### config.mk
export PLATFORM = sky130hd
export DESIGN_NAME = button_step_pulse
export DESIGN_NICKNAME = d
export VERILOG_FILES = /design/src/rtl/button_step_pulse.sv
export SDC_FILE = /design/constraint.sdc
export NUM_CORES = 1
export LEC_CHECK = 0
export CAP_MARGIN = 5
export CELL_PAD_IN_SITES_DETAIL_PLACEMENT = 1
export CELL_PAD_IN_SITES_GLOBAL_PLACEMENT = 1
export CORE_UTILIZATION = 46
export CTS_CLUSTER_SIZE = 16
export DETAILED_ROUTE_END_ITERATION = 10
export DONT_BUFFER_PORTS = 1
export GPL_TIMING_DRIVEN = 0
export HOLD_SLACK_MARGIN = 0.08
export PLACE_DENSITY_LB_ADDON = 0.3
export REMOVE_ABC_BUFFERS = 1
export SLEW_MARGIN = 20
export SYNTH_ARGS = -nofsm -noshare
export SYNTH_HDL_FRONTEND = slang
export SYNTH_SLANG_ARGS = --single-unit
### constraint.sdc
create_clock -name clk -period 2.7 [get_ports clk]
set_input_delay 0.405 -clock clk [delete_from_list [all_inputs] [get_ports clk]]
set_output_delay 0.405 -clock clk [all_outputs]
set_load 0.02 [all_outputs]
### src/rtl/button_step_pulse.sv
// Push-button front end: synchronizer, debounce FSM, auto-repeat.
// Emits one registered step pulse per accepted press or repeat.
module button_step_pulse #(
  parameter int DEBOUNCE_CYCLES = 4,
  parameter int HOLD_CYCLES     = 16,
  parameter int REPEAT_CYCLES   = 8,
  parameter int CW              = 8
) (
  input  logic       clk,
  input  logic       reset,
  input  logic       btn_in,
  input  logic       repeat_en,
  output logic       step,
  output logic       btn_level,
  output logic       held,
  output logic [7:0] step_count
);

  typedef enum logic [2:0] {
    IDLE,
    DB_PRESS,
    PRESSED,
    REPEAT,
    DB_RELEASE
  } state_t;

  localparam logic [CW-1:0] DB_LAST  = CW'(DEBOUNCE_CYCLES - 1);
  localparam logic [CW-1:0] HLD_LAST = CW'(HOLD_CYCLES - 1);
  localparam logic [CW-1:0] REP_LAST = CW'(REPEAT_CYCLES - 1);

  state_t        state;
  state_t        state_nx;
  logic          sync1;
  logic          s;
  logic [CW-1:0] timer;
  logic [CW-1:0] timer_nx;
  logic          step_nx;
  logic          level_nx;
  logic          held_nx;

  // two-flop synchronizer for the raw button
  always_ff @(posedge clk or negedge reset) begin
    if (!reset) begin
      sync1 <= 1'b0;
      s     <= 1'b0;
    end else begin
      sync1 <= btn_in;
      s     <= sync1;
    end
  end

  // next state, timer and pulse; release always wins over a step
  always_comb begin
    state_nx = state;
    timer_nx = timer + CW'(1);
    step_nx  = 1'b0;
    unique case (state)
      IDLE: begin
        if (s) state_nx = DB_PRESS;
      end
      DB_PRESS: begin
        if (!s) begin
          state_nx = IDLE;
        end else if (timer == DB_LAST) begin
          state_nx = PRESSED;
          step_nx  = 1'b1;
        end
      end
      PRESSED: begin
        if (!s) begin
          state_nx = DB_RELEASE;
        end else if (timer == HLD_LAST) begin
          if (repeat_en) begin
            state_nx = REPEAT;
            step_nx  = 1'b1;
          end else begin
            timer_nx = timer;
          end
        end
      end
      REPEAT: begin
        if (!s) begin
          state_nx = DB_RELEASE;
        end else if (!repeat_en) begin
          state_nx = PRESSED;
        end else if (timer == REP_LAST) begin
          step_nx  = 1'b1;
          timer_nx = '0;
        end
      end
      DB_RELEASE: begin
        if (s) begin
          state_nx = PRESSED;
        end else if (timer == DB_LAST) begin
          state_nx = IDLE;
        end
      end
      default: begin
        state_nx = IDLE;
      end
    endcase
    if (state_nx != state) timer_nx = '0;
    level_nx = (state_nx == PRESSED) ||
               (state_nx == REPEAT) ||
               (state_nx == DB_RELEASE);
    held_nx  = (state_nx == REPEAT);
  end

  // state, timer and registered outputs
  always_ff @(posedge clk or negedge reset) begin
    if (!reset) begin
      state      <= IDLE;
      timer      <= '0;
      step       <= 1'b0;
      btn_level  <= 1'b0;
      held       <= 1'b0;
      step_count <= 8'd0;
    end else begin
      state      <= state_nx;
      timer      <= timer_nx;
      step       <= step_nx;
      btn_level  <= level_nx;
      held       <= held_nx;
      step_count <= step_count + 8'(step);
    end
  end

endmodule

-- After elaboration in Yosys (flattened, before gate mapping)
Cells that the tools add are included.
- word-level logic and storage cells: 53
- register bits: 24
- input port bits: 4
- output and inout bits: 11
- muxes and demuxes: 28
- equal/unequal tests: 12
- add/subtract/negate cells: 2
- reductions and logical operators: 3
- operators with widths (operator ; number):
    $mux 8 ; 7
    $mux 3 ; 10
    $pmux 8 s2 ; 1
    $pmux 3 s5 ; 1
    $eq 3x2->1 const B ; 4
    $add 8x1->8 ; 1
    $add 8x1->8 const B ; 1
    $eq 8x2->1 const B ; 1
    $eq 8x3->1 const B ; 1
    $eq 8x4->1 const B ; 1
    $mux 1 ; 8
    $eq 3x3->1 const B ; 2
    $ne 5x5->1 const B ; 1
    $eq 3x1->1 const B ; 1
    $logic_not 3->1 ; 1
    $ne 3x3->1 ; 1
    $pmux 1 s3 ; 1
    $logic_or 1x1->1 ; 2

-- Longest topological paths before layout
Gate-level depths: netlist of the first run.
- depth after elaboration: 7
- depth in mapped cells: 5
- mapped depth without buffers: 5

-- Least setup slack after synthesis of the first run
OpenSTA, ideal clock, no wires.
- path type: register -> register
- from: reg timer[0]
- to: reg timer[0]
- clock period less this slack: 1.589 ns
- arrival: 1.495 ns
- data required time: 2.606 ns
- path buffers: 0
- slack: 1.111 ns
- setup time: 0.094 ns
- stages on the path, launching flop included: 6
- cell sequence: dfrtp_1 ha_1 nor3b_2 a211oi_2 o221ai_4 a211oi_1
- longest elaborated chain between the ends: 6
- elaborated cells on any way between the ends: 21
- those cells by class: add/sub (1); eq/ne (5); mux (15)
- RTL lines (item ; line ; source):
    start, declared ; 35 ; logic [CW-1:0] timer;
    start signal, assigned ; 120 ; timer <= timer_nx;
    $add 8x1->8 (tied with other cells) ; 55 ; timer_nx = timer + CW'(1);
    $mux 8 (tied with other cells) ; 86 ; end else if (timer == REP_LAST) begin
    $mux 8 (tied with other cells) ; 84 ; end else if (!repeat_en) begin
    $mux 8 (tied with other cells) ; 82 ; if (!s) begin
    $pmux 8 s2 / $ne 3x3->1 (equally long branches) ; 57, 102 ;
    $mux 8 / $ne 5x5->1 (equally long branches) ; n/a ;
Parallel ways exist; a longest one is shown, timed or not. The select of a mux whose other input is x is not followed.
A chain may end at the register's enable or synchronous reset.

-- Worst setup path in the final report of the first run
- from: reg timer[0]
- to: reg timer[1]
The elaborated chain is that of the path after synthesis.

==> metrics, run 1 <==
Syn Area/Cell 10.7 µm²; crit end category register; Setup crit end timer[1]; gate count after technology mapping 115; GR Util met1 a little over a quarter; status completed; clk slew on worst S/H paths 140 ps; CTS root buffer clkbuf_4; reg-to-reg endpoint timer[1]; met2 Use GR 31.5%; Synthesis Warnings 0; CTS max path bufs 2; CP Launch Type register; Gate power share between 20% and 30%; Reg2Reg Setup Slack between 800 and 900 ps; GPL Wtd Cong ~0.80; critical path arrival slightly above 2000 ps; most used routing layer in global routing met2; final hold slack 109 ps; Initial Util 49.4%; Nets between 100 and 150; core area 2500 µm²; sequential area share after synthesis 48.6%; Die Y 53.8 µm; RSZ-0062 raised after global routing no; MaxCap Viol Count 0; Worst-Skew Late Latency a little over 300 ps; post-DP HPWL 1.87 mm; switching share of total power approximately a third; Post-synth EDFFs 0; met3 Use GR 5.08%; clock network power share 27.3%; Total GRT Usage 19.9%; final instance area 1320 µm²; Yosys reg bits 24; placed cell areas 1250 µm²; setup_tns 0 ps; crit path launch timer[0]; total wire length 2.57 mm; Pleak 0.611 nW; Overflow after GRT 0; Worst-Margin Slew approximately 570 ps; top cell type's share of synthesized area 48.6%; post-route ant nets 0; Final period util between 60 and 70%; most common cell after layout, fill and taps aside dfrtp_1; Area growth, synth to finish 6.98%; share of layout cells above drive strength 1 a little under an eighth; CTS tree built; # H-tree levels 1; vias per std cell roughly 5.9; I/O pins 15; Synth cell types 39; maximum VDD drop 0.405 mV; wire length per cell 17.5 µm; Setup CP Type register to register; PortBufs 0; Slew Limit Fails 0; Final WS setup about 840 ps; Reg power frac 51.0%; setup violators final 0; most frequent cells in the layout dfrtp_1 (24), nor2_1 (11), nand2_1 (9); path depth of the worst reg2reg path 5; drt drc 0; Pint about 0.63 mW; Synth area leader dfrtp_1; buffers inserted by post-CTS timing repair 0; total power 0.946 mW; pin count of the biggest net entering global routing 25; top cells by area, synth dfrtp_1 (49%), xnor2_1 (5.0%), and3_1 (3.5%); first drt pass iteration count 4; pwr dens around 700 nW/µm²; Async S/R FF share, synth 100%; Mapped Area 1240 µm²; CP Max Fanout 8; DR vias 867; clk sinks 24; Main synth FF type dfrtp_1; Post-Route Skew 1.76 ps; DRT iter0 DRCs 26; fmax 538 MHz; Die W 53.8 µm; pre-CTS setup slack between 800 and 900 ps; Hold Crit Class input pin to register; Rel. slew slack about three fifths; die area 2900 µm²; origin of the critical flop-to-flop path timer[0]; final hold violation count 0; number of antenna violations at the first check in global routing 0; vias in the first global route 877; # diodes 0; TritonCTS Buffers 3; sw power 0.313 mW; placement row count 18; min cycle time layout 1860 ps; Worst Path Required 2900 ps; first-pass GRT wire length 4.08 mm
[stage by stage]
step           cells  utilization [%]
3_3_place_gp     141             50.2
3_5_place_dp     141             50.2
5_1_grt          147             52.9
6_report         147             52.9
4_1_cts          146             52.7
2_1_floorplan    111                -
[synthesized netlist by cell type (all sizes together) (2+ instances only)]
cell	count
dfrtp	24
nor2	11
nand2	9
and3	7
nand3	7
xnor2	7
a21oi	5
nor3b	4
xor2	4
a31oi	3
buf	3
ha	3
o21ai	3
a211oi	2
and3b	2
and4b	2
inv	2
nor3	2
[power by group through the flow]
stage                     logic (mW)  clock network (mW)  registers, mW
after floorplan                0.158                   0          0.469
after global placement         0.182                   0          0.485
after detailed placement       0.196                   0          0.489
after CTS                      0.208               0.262          0.482
after global routing           0.234               0.278          0.488
final                          0.205               0.258          0.483
[metal layers]
layer	vias to the layer above	routed length [µm]
met1	436	1220
met2	14	1230
li1	413	-
met4	0	21
met5	-	0
met3	4	99
[state kept, by name, summed over array words and instances, names as in the netlist]
signal and cells:
s 1, timer 8, step_count 8, sync1 1
step 1, state 3, btn_level 1, held 1
[cell families (layout without fill, tap and decap cells)]
family	Yosys count	count (layout)	share of synthesized area, %
AO/OA/AOI/OAI	19	19	12.7
XOR/XNOR	11	11	7.79
adder cells (fa/ha/maj)	3	3	3.04
buffers and inverters	6	8	2.13
flip-flops	24	24	48.6
multiplexers	1	1	0.810
AND/OR/NAND/NOR	51	51	25.0
[worst max-delay path, stage by stage, from the launching register on]
cell	delay, ps
dfrtp_1	410
ha_1	270
nor3b_2	430
a211oi_2	180
o221ai_4	360
nor2_1	90
[layout make-up]
cell class | count | area [µm²]
Fill cell | 280 | 1180
Clock inverter | 1 | 30.0
Tap cell | 30 | 37.5
Multi-Input combinational cell | 85 | 609
Timing Repair Buffer | 2 | 15.0
Clock buffer | 3 | 22.5
Sequential cell | 24 | 601
Inverter | 2 | 7.51
[worst min path at each step]
stage,endpoint,start,cells past startpoint
detailed placement,step_count[5],reset,0
global placement,step_count[4],reset,0
floorplan,btn_level,reset,0
global route,sync1,btn_in,0
CTS,sync1,btn_in,0
finish,sync1,btn_in,0
[what timing repair did]
item | 4_1_cts | 5_1_grt
endpoints found under the hold margin | 24 | 14
hold buffers | 1 | 1
gates resized for setup | 0 | 0
Power figures use the tool's default switching activity.
==> run 2: changes to the inputs <==
- CORE_UTILIZATION: 46 -> 43
- clock period: 2.7 -> 1.7 ns (I/O delays scaled with it)
==> run 2 against run 1 <==
  * Flip-flop and latch count is the same
  * Worst hold slack gained 40 ps
  * Clock-buffer cell count is the same
  * First-iteration DRC count grew 38%
  * Maximum frequency grew 13%
  * Total power grew 66%
  * Die area grew 6.7%
  * Non-clock buffer count grew 6
  * Final cell count grew 4.8%
  * Routed wire length shrank 1.2%
  * Critical endpoint is now timer[2]
  * Largest cell class unchanged
==> metrics, run 2 (same netlist as run 1, synthesis figures left out) <==
status completed; MaxCap Viol Count 0 (unchanged); post-DP HPWL 1.69 mm (-9.8%); DR vias 871 (+0.46%); path depth of the worst reg2reg path 5 (unchanged); DRT iter0 DRCs 36 (+38%); crit end category register; # H-tree levels 1 (unchanged); CTS root buffer clkbuf_4; sw power 0.508 mW (+62%); Total GRT Usage 19.4% (-0.58 points); Post-Route Skew 2.91 ps (+1.14 ps); setup violators final 0 (unchanged); pwr dens 1110 nW/µm² (+56%); share of layout cells above drive strength 1 21.1% (+9.2 points); drt drc 0 (unchanged); origin of the critical flop-to-flop path timer[1]; post-route ant nets 0 (unchanged); CP Max Fanout 8 (unchanged); die area 3090 µm² (+6.7%); min cycle time layout 1640 ps (-219 ps); first-pass GRT wire length 4.59 mm (+12%); CTS max path bufs 2 (unchanged); hold path start repeat_en; Nets 131 (+4.8%); Reg power frac 49.2% (-1.8 points); Largest regs step_count x8, timer x8, state x3; most common cell after layout, fill and taps aside dfrtp_1; # diodes 0 (unchanged); pin count of the biggest net entering global routing 25 (unchanged); final hold violation count 0 (unchanged); placed cell areas 1260 µm² (about the same); Worst Hold End state[0]; CTS tree built; Slew Limit Fails 0 (unchanged); fmax 609 MHz (+13%); Worst path max stage delay 440 ps (about the same); Overflow after GRT 0 (unchanged); setup_tns 0 ps (unchanged); vias per std cell 5.66 (-4.1%); clk sinks 24 (unchanged); Gate power share 25.1% (+3.4 points); Worst-Margin Slew 507 ps (-60.6 ps); number of antenna violations at the first check in global routing 0 (unchanged); Setup CP Type register to register; GPL Wtd Cong 0.759 (-5.5%); wire length per cell 16.5 µm (-5.7%); Die Y 55.6 µm (+3.3%); Hold Path Cell Cnt 2 (+2); TritonCTS Buffers 3 (unchanged); CP delay by family, top compound AO/OA/AOI/OAI gates; CP Launch Type register; Worst-Skew Late Latency 320 ps (about the same); final instance area 1410 µm² (+6.7%); clock network power share 25.7% (-1.6 points); clk slew on worst S/H paths 120 ps (-20 ps); vias in the first global route 979 (+12%); Pleak 0.636 nW (+4.2%); placement row count 19 (+1); Pint 1.06 mW (+68%); Worst Path Required 1950 ps (-950 ps); Final period util 96.5% (+28 points); Die W 55.6 µm (+3.3%); PortBufs 0 (unchanged); switching share of total power 32.3% (-0.75 points); RSZ-0062 raised after global routing yes; crit path max-delay cell type dfrtp_1; Initial Util 45.2% (-4.2 points); Buf/Inv on CP 0 (unchanged); total wire length 2.54 mm (-1.2%); Area growth, synth to finish 14.2%; reg-to-reg endpoint timer[2]; first drt pass iteration count 3 (-1); CP cell instances ha_4, nor3b_4, a211oi_2, o221ai_4, nor3_2; Reg2Reg Setup Slack 60 ps (-780 ps); core area 2730 µm² (+9.4%); I/O pins 15 (unchanged); Hold Crit Class input pin to register; critical path arrival 1890 ps (-170 ps); most frequent cells in the layout dfrtp_1 (22), nor2_1 (11), nand2_1 (8); final core utilization 51.6% (-1.3 points); maximum VDD drop 0.850 mV (+110%); Rel. slew slack 66.2% (+4.3 points)
-- run 2: layout make-up --
| cell class | count | area (µm²) |
|---|---|---|
| Fill cell | 306 | 1320 |
| Multi-Input combinational cell | 85 | 647 |
| Sequential cell | 24 | 603 |
| Timing Repair Buffer | 8 | 62.6 |
| Tap cell | 31 | 38.8 |
| Clock inverter | 1 | 30.0 |
| Clock buffer | 3 | 22.5 |
| Inverter | 2 | 7.51 |
-- run 2: per-layer routing --
metal	share of wire [%]	up-vias	global-route usage [%]	wire, µm
met4	1.8	0	7.50	45
met1	43	425	23.7	1090
met3	3.8	5	6.51	96
met2	52	16	31.5	1310
li1	-	425	-	-
met5	0	-	0	0
-- run 2: per-stage QoR --
stage               total power [mW]  hold slack (ps)  worst slack [ps]  cells
floorplan                      0.995            -40.6               104    111
global placement                1.06            -40.2             -98.1    142
detailed placement              1.07            -40.2              -151    142
CTS                             1.54              135              44.1    151
global route                    1.68              147             -53.7    154
finish                          1.57              149              58.9    154
-- run 2: what timing repair did --
item / in CTS / in global routing
pin swaps: 3 / 7
buffers inserted: 3 / 2
endpoints found under the setup margin: 10 / 10
gates cloned: 0 / 0
hold endpoints to repair: 25 / 24
gates resized for setup: 4 / 6
hold buffers: 2 / 1
-- run 2: power groups by stage --
stage	Clock, mW	Combinational, mW	Sequential [mW]
after global routing	0.437	0.453	0.788
after floorplan	0	0.250	0.745
after detailed placement	0	0.300	0.774
after CTS	0.422	0.354	0.760
final	0.403	0.395	0.773
after global placement	0	0.289	0.770
-- run 2: worst max-delay path by stage --
stage	from	to	depth (start not counted)	slack, ps
2_1_floorplan	timer[0]	timer[0]	5	100
3_3_place_gp	timer[5]	timer[0]	4	-100
3_5_place_dp	timer[4]	timer[7]	4	-150
4_1_cts	timer[1]	held	6	40
5_1_grt	timer[0]	timer[3]	5	-50
6_report	timer[1]	timer[2]	5	60
